## src/rtl/if_fetch_unit.sv

```systemverilog
// Instruction-fetch front end: owns the PC, fetches one word per bus request
// and loads the IF/ID pipeline register, honouring stall, flush and branches.
module if_fetch_unit #(
  parameter int unsigned                WORD_ADDR_W  = 30,
  parameter int unsigned                WORD_DATA_W  = 32,
  parameter logic [WORD_ADDR_W-1:0]     RESET_VECTOR = '0
) (
  input  logic                   clk,
  input  logic                   reset,
  input  logic                   stall,
  input  logic                   flush,
  input  logic [WORD_ADDR_W-1:0] new_pc,
  input  logic                   br_taken,
  input  logic [WORD_ADDR_W-1:0] br_addr,
  output logic                   busy,
  output logic                   bus_req,
  input  logic                   bus_grant,
  output logic                   bus_as,
  output logic [WORD_ADDR_W-1:0] bus_addr,
  output logic                   bus_rw,
  input  logic [WORD_DATA_W-1:0] bus_rd_data,
  input  logic                   bus_ready,
  output logic [WORD_ADDR_W-1:0] if_pc,
  output logic [WORD_DATA_W-1:0] if_insn,
  output logic                   if_en
);

  typedef enum logic [1:0] {
    ST_REQ    = 2'd0,
    ST_ACCESS = 2'd1,
    ST_HOLD   = 2'd2,
    ST_DRAIN  = 2'd3
  } state_t;

  state_t                 state;
  logic [WORD_ADDR_W-1:0] pc;
  logic [WORD_ADDR_W-1:0] pc_inc;
  logic [WORD_DATA_W-1:0] insn_buf;
  logic [WORD_DATA_W-1:0] deliver_word;
  logic                   deliver;

  assign bus_rw = 1'b1;
  assign pc_inc = pc + WORD_ADDR_W'(1);

  // A word reaches IF/ID either straight off the bus or from the stall buffer.
  assign deliver = !flush && !stall &&
                   ((state == ST_ACCESS && bus_ready) || state == ST_HOLD);
  assign deliver_word = (state == ST_HOLD) ? insn_buf : bus_rd_data;

  // busy must not see stall, otherwise the control unit forms a loop.
  always_comb begin
    busy = 1'b1;
    case (state)
      ST_REQ:    busy = 1'b1;
      ST_ACCESS: busy = !bus_ready;
      ST_HOLD:   busy = 1'b0;
      ST_DRAIN:  busy = 1'b1;
      default:   busy = 1'b1;
    endcase
  end

  always_ff @(posedge clk) begin
    if (reset) begin
      state    <= ST_REQ;
      pc       <= RESET_VECTOR;
      insn_buf <= '0;
      if_pc    <= '0;
      if_insn  <= '0;
      if_en    <= 1'b0;
      bus_req  <= 1'b0;
      bus_as   <= 1'b0;
      bus_addr <= '0;
    end else begin
      bus_as  <= 1'b0;
      bus_req <= 1'b1;

      case (state)
        ST_REQ: begin
          if (bus_grant) begin
            bus_as   <= 1'b1;
            bus_addr <= pc;
            // A strobe already issued must be drained even if flushed now.
            state    <= flush ? ST_DRAIN : ST_ACCESS;
          end
        end
        ST_ACCESS: begin
          if (flush) begin
            state <= bus_ready ? ST_REQ : ST_DRAIN;
          end else if (bus_ready && stall) begin
            insn_buf <= bus_rd_data;
            bus_req  <= 1'b0;
            state    <= ST_HOLD;
          end else if (bus_ready) begin
            state <= ST_REQ;
          end
        end
        ST_HOLD: begin
          if (flush || !stall) begin
            state <= ST_REQ;
          end else begin
            bus_req <= 1'b0;
          end
        end
        ST_DRAIN: begin
          if (bus_ready) begin
            state <= ST_REQ;
          end
        end
        default: state <= ST_REQ;
      endcase

      if (flush) begin
        pc    <= new_pc;
        if_en <= 1'b0;
      end else if (deliver) begin
        if_insn <= deliver_word;
        if_pc   <= pc_inc;
        if_en   <= 1'b1;
        pc      <= br_taken ? br_addr : pc_inc;
      end else if (!stall) begin
        if_en <= 1'b0;
      end
    end
  end

endmodule

```

## config.mk

```make
export PLATFORM = sky130hd
export DESIGN_NAME = if_fetch_unit
export DESIGN_NICKNAME = d
export VERILOG_FILES = /design/src/rtl/if_fetch_unit.sv
export SDC_FILE = /design/constraint.sdc
export NUM_CORES = 1
export LEC_CHECK = 0
export BUFFER_PORTS_ARGS = -buffer_cell sky130_fd_sc_hd__buf_2
export CORE_UTILIZATION = 53
export CTS_CLUSTER_SIZE = 14
export DETAILED_ROUTE_END_ITERATION = 16
export MAX_ROUTING_LAYER = met4
export PLACE_DENSITY = 0.88
export SLEW_MARGIN = 20
export SYNTH_ARGS = -nofsm -noshare
export SYNTH_HDL_FRONTEND = slang
export SYNTH_SLANG_ARGS = --single-unit
```

## constraint.sdc

```tcl
create_clock -name clk -period 2.85 [get_ports clk]
set_input_delay 0.4275 -clock clk [delete_from_list [all_inputs] [get_ports clk]]
set_output_delay 0.4275 -clock clk [all_outputs]
set_load 0.01 [all_outputs]
```

==> flow_summary.ini <==
[synthesis]
netlist_area_sq_um = 7280
synth_largest_area_cell = dfxtp_1
synth-compound-area-share_pct = 20.4
synth_top_family_by_area = simple AND/OR/NAND/NOR gates
synth_top_area_share_pct = 43.7
yosysWarningCount = 0
synth-edff-count = 0
synth-seq-cells = 159
yosys.cell_types.count = 54
avgSynthCellArea_sq_um = 8.23
synth.area.mux_share_pct = 5.36
synthCells = 885
yosysSeqAreaShare_pct = 43.7
synth_fa_ha_area_share_pct = 1.03
synthArstFlopShare_pct = 0
synth.area.top_cells = dfxtp_1 44%, nand2_1 8.1%, a211oi_1 6.4%, a21oi_1 6.2%, mux2i_1 5.4%
ys.flop_type = dfxtp_1
synthXorXnorAreaFrac_pct = 3.01
synth.net_count = 990
yosys.area_share.simple_pct = 20.9

[setup_path]
critPathArrivalTime_ns = 2.65
path_class = reg2reg
endpoint_kind = flip-flop
worstReg2RegStart = state[1]
r2r_end = pc[25]
crit_fanout = 16
reg2regPathDepth = 8
cp.required_ns = 3.13
r2r_slack_ns = 0.48
cp-start-kind = flip-flop

[timing]
finalWorstSetupSlack_ns = 0.476
relSlewSlack_pct = 45.7
tightest_slew_ns = 0.814
worst_clock_skew_ns = 0.00648
final.min_clock_period_ns = 2.37
drv_slew = 0
setup_viol = 0
fmax_ghz = 0.421
worst_hold_slack_ns = 0.252
hold_violations = 0
tns_ns = 0
timing.final.crit_share_pct = 83.3
rsz0062_at_grt = false

[worst_hold_path]
hold_path_depth = 3
min_from = bus_rd_data[26]
min_delay_worst_endpoint = insn_buf[26]
hold_class = in2reg

[routing]
via_per_inst = 5.74
routed_wl_um = 19900
drt-initial-drc-count = 578
dr.pass1.iters = 5
antenna_left = 0
drc = 0
vias = 7039
wl_per_cell_um = 16.2

[outcome]
outcome = complete, no violations

[floorplanning]
die_area_sq_um = 14200
coreArea_sq_um = 13300
die_h_um = 119
core.rowCount = 42
start_util_pct = 54.8
ios = 196
die_w_um = 119

[clock_network]
htreeDepth = 4
postCtsSetupRepairBufs = 0
clkSinkCount = 159
hold_buffers = 0
cts.clk_slew.worst_paths_ns = 0.06
clock-root-buffer = clkbuf_16
cts_buffers = 17
cts_resized = 0
cts_tree = done
clockBufferDepth = 2
clkLatencyLatePin_ns = 0.42

[grt]
grt_remaining_overflow = 0
grt_pass1_wl_um = 32300
antenna_found_initial = 1
track_usage_pct = 29.3
grt_max_degree = 76
grt_pass1_vias = 6649

[place]
hpwlAfterDp_um = 13500
port_buffers = 194
place_ws_ns = 0.524
place.gp.congestion = 0.926

[layout]
syn2layout_area_growth_pct = 22.6
final_util_pct = 67.1
fillers = 1104
nNetsFinal = 1140
drive_gt1_share_pct = 24.7

[job]
maxCapViolations = 0

[power_and_ir_drop]
power.total_w = 0.00583
ir_worst_vdd_mv = 0.405
power_leakage_nw = 3.53
p_per_area_nw_per_um2 = 653
-- report_power, final --
group	switching (W)	total, W	leakage [nW]	internal, W
Sequential	0.000125	0.00250	1.29	0.00237
Clock	0.000924	0.00236	0.301	0.00143
Combinational	0.000587	0.000981	1.94	0.000394
Total	0.00164	0.00583	3.53	0.00420
-- registers in the layout, summed over array words and instances, names as in the netlist --
signal and cells:
if_insn 32, insn_buf 32, bus_addr 30, if_pc 30, pc 30, state 2
bus_as 1, bus_req 1, if_en 1
-- cells in the final DEF (no fill, tap or decap), drive strengths merged, types with 3 or more instances in the layout --
master  netlist  layout
ha            6       6
a211oi       62      62
a21oi        90      90
nand4         8       8
nor4          8       8
o31a          5       5
buf          22     213
bufinv        0       3
mux2i        39      39
o21ai         9       9
inv          16      19
o211ai       12      12
clkbuf       60      20
a221oi       13      13
o31ai         9       9
nand3        10      10
and4          6       6
o311ai        3       3
dfxtp       159     159
o21a          3       3
clkinv        0       5
nand2       158     158
nand2b        5       5
nor2         90      90
a21o          4       4
or3          10      10
o22ai         3       3
xor2          5       5
xnor2        20      20
and3          8       8
and2          3       3
nor3         18      18
-- stage by stage --
step / std cells / instance area [sq um]
floorplan: 885 / 7280
global placement: 1192 / 8310
detailed placement: 1192 / 8310
CTS: 1224 / 8920
global route: 1225 / 8920
finish: 1226 / 8930
-- per-layer routing --
layer	wire (um)	vias up	global-route usage, %	part of all wire [%]
met4	821	0	15.9	4.1
li1	-	3410	-	-
met1	8500	3278	36.3	43
met2	9350	288	45.2	47
met5	0	-	-	0
met3	1240	63	5.22	6.2
-- final cells by class --
| class | instances | area, sq um | area share (%) |
|---|---|---|---|
| inverters | 16 | 60.1 | 0.673 |
| clock inverters | 12 | 156 | 1.75 |
| flip-flops and latches | 159 | 3180 | 35.7 |
| clock buffers | 20 | 457 | 5.12 |
| diodes | 2 | 5.00 | 0.0561 |
| repair buffers | 213 | 1140 | 12.8 |
| well taps | 176 | 220 | 2.47 |
| multi-input cells | 628 | 3700 | 41.5 |
-- worst max-delay path, stage by stage, from the launching register on --
cell and delay (ns):
dfxtp_1 0.33, inv_1 0.10, ha_1 0.31, a21oi_1 0.21, nor2_2 0.57, buf_4 0.30, o2111ai_1 0.11, mux2i_1 0.21
a211oi_1 0.07
-- logic make-up after synthesis --
kind of cell,count (synthesis)
muxes,39
other,1
DFF,159
AOI/OAI and AO/OA,226
xor gates and xnor gates,25
buffers and inverters,98
adders and majority gates,6
and+or+nand+nor,331
-- cells in the mapped netlist, types with 6 or more instances --
| library cell | count |
|---|---|
| nand3_1 | 10 |
| buf_2 | 15 |
| o31ai_1 | 9 |
| a21oi_1 | 90 |
| o211ai_1 | 12 |
| nor3_1 | 15 |
| and3_1 | 8 |
| nand2_1 | 158 |
| ha_1 | 6 |
| a221oi_1 | 12 |
| clkbuf_1 | 60 |
| mux2i_1 | 39 |
| o21ai_0 | 9 |
| nor2_1 | 90 |
| inv_1 | 16 |
| xnor2_1 | 20 |
| nand4_1 | 7 |
| or3_1 | 10 |
| dfxtp_1 | 159 |
| and4_1 | 6 |
| a211oi_1 | 62 |
-- worst max path at each step --
stage	cells after the start	end	from
global placement	8	pc[29]	state[1]
CTS	8	pc[25]	state[1]
global route	8	pc[25]	state[1]
detailed placement	7	pc[28]	state[1]
finish	8	pc[25]	state[1]
floorplan	10	pc[12]	state[0]
(Power assumes the default switching activity.)
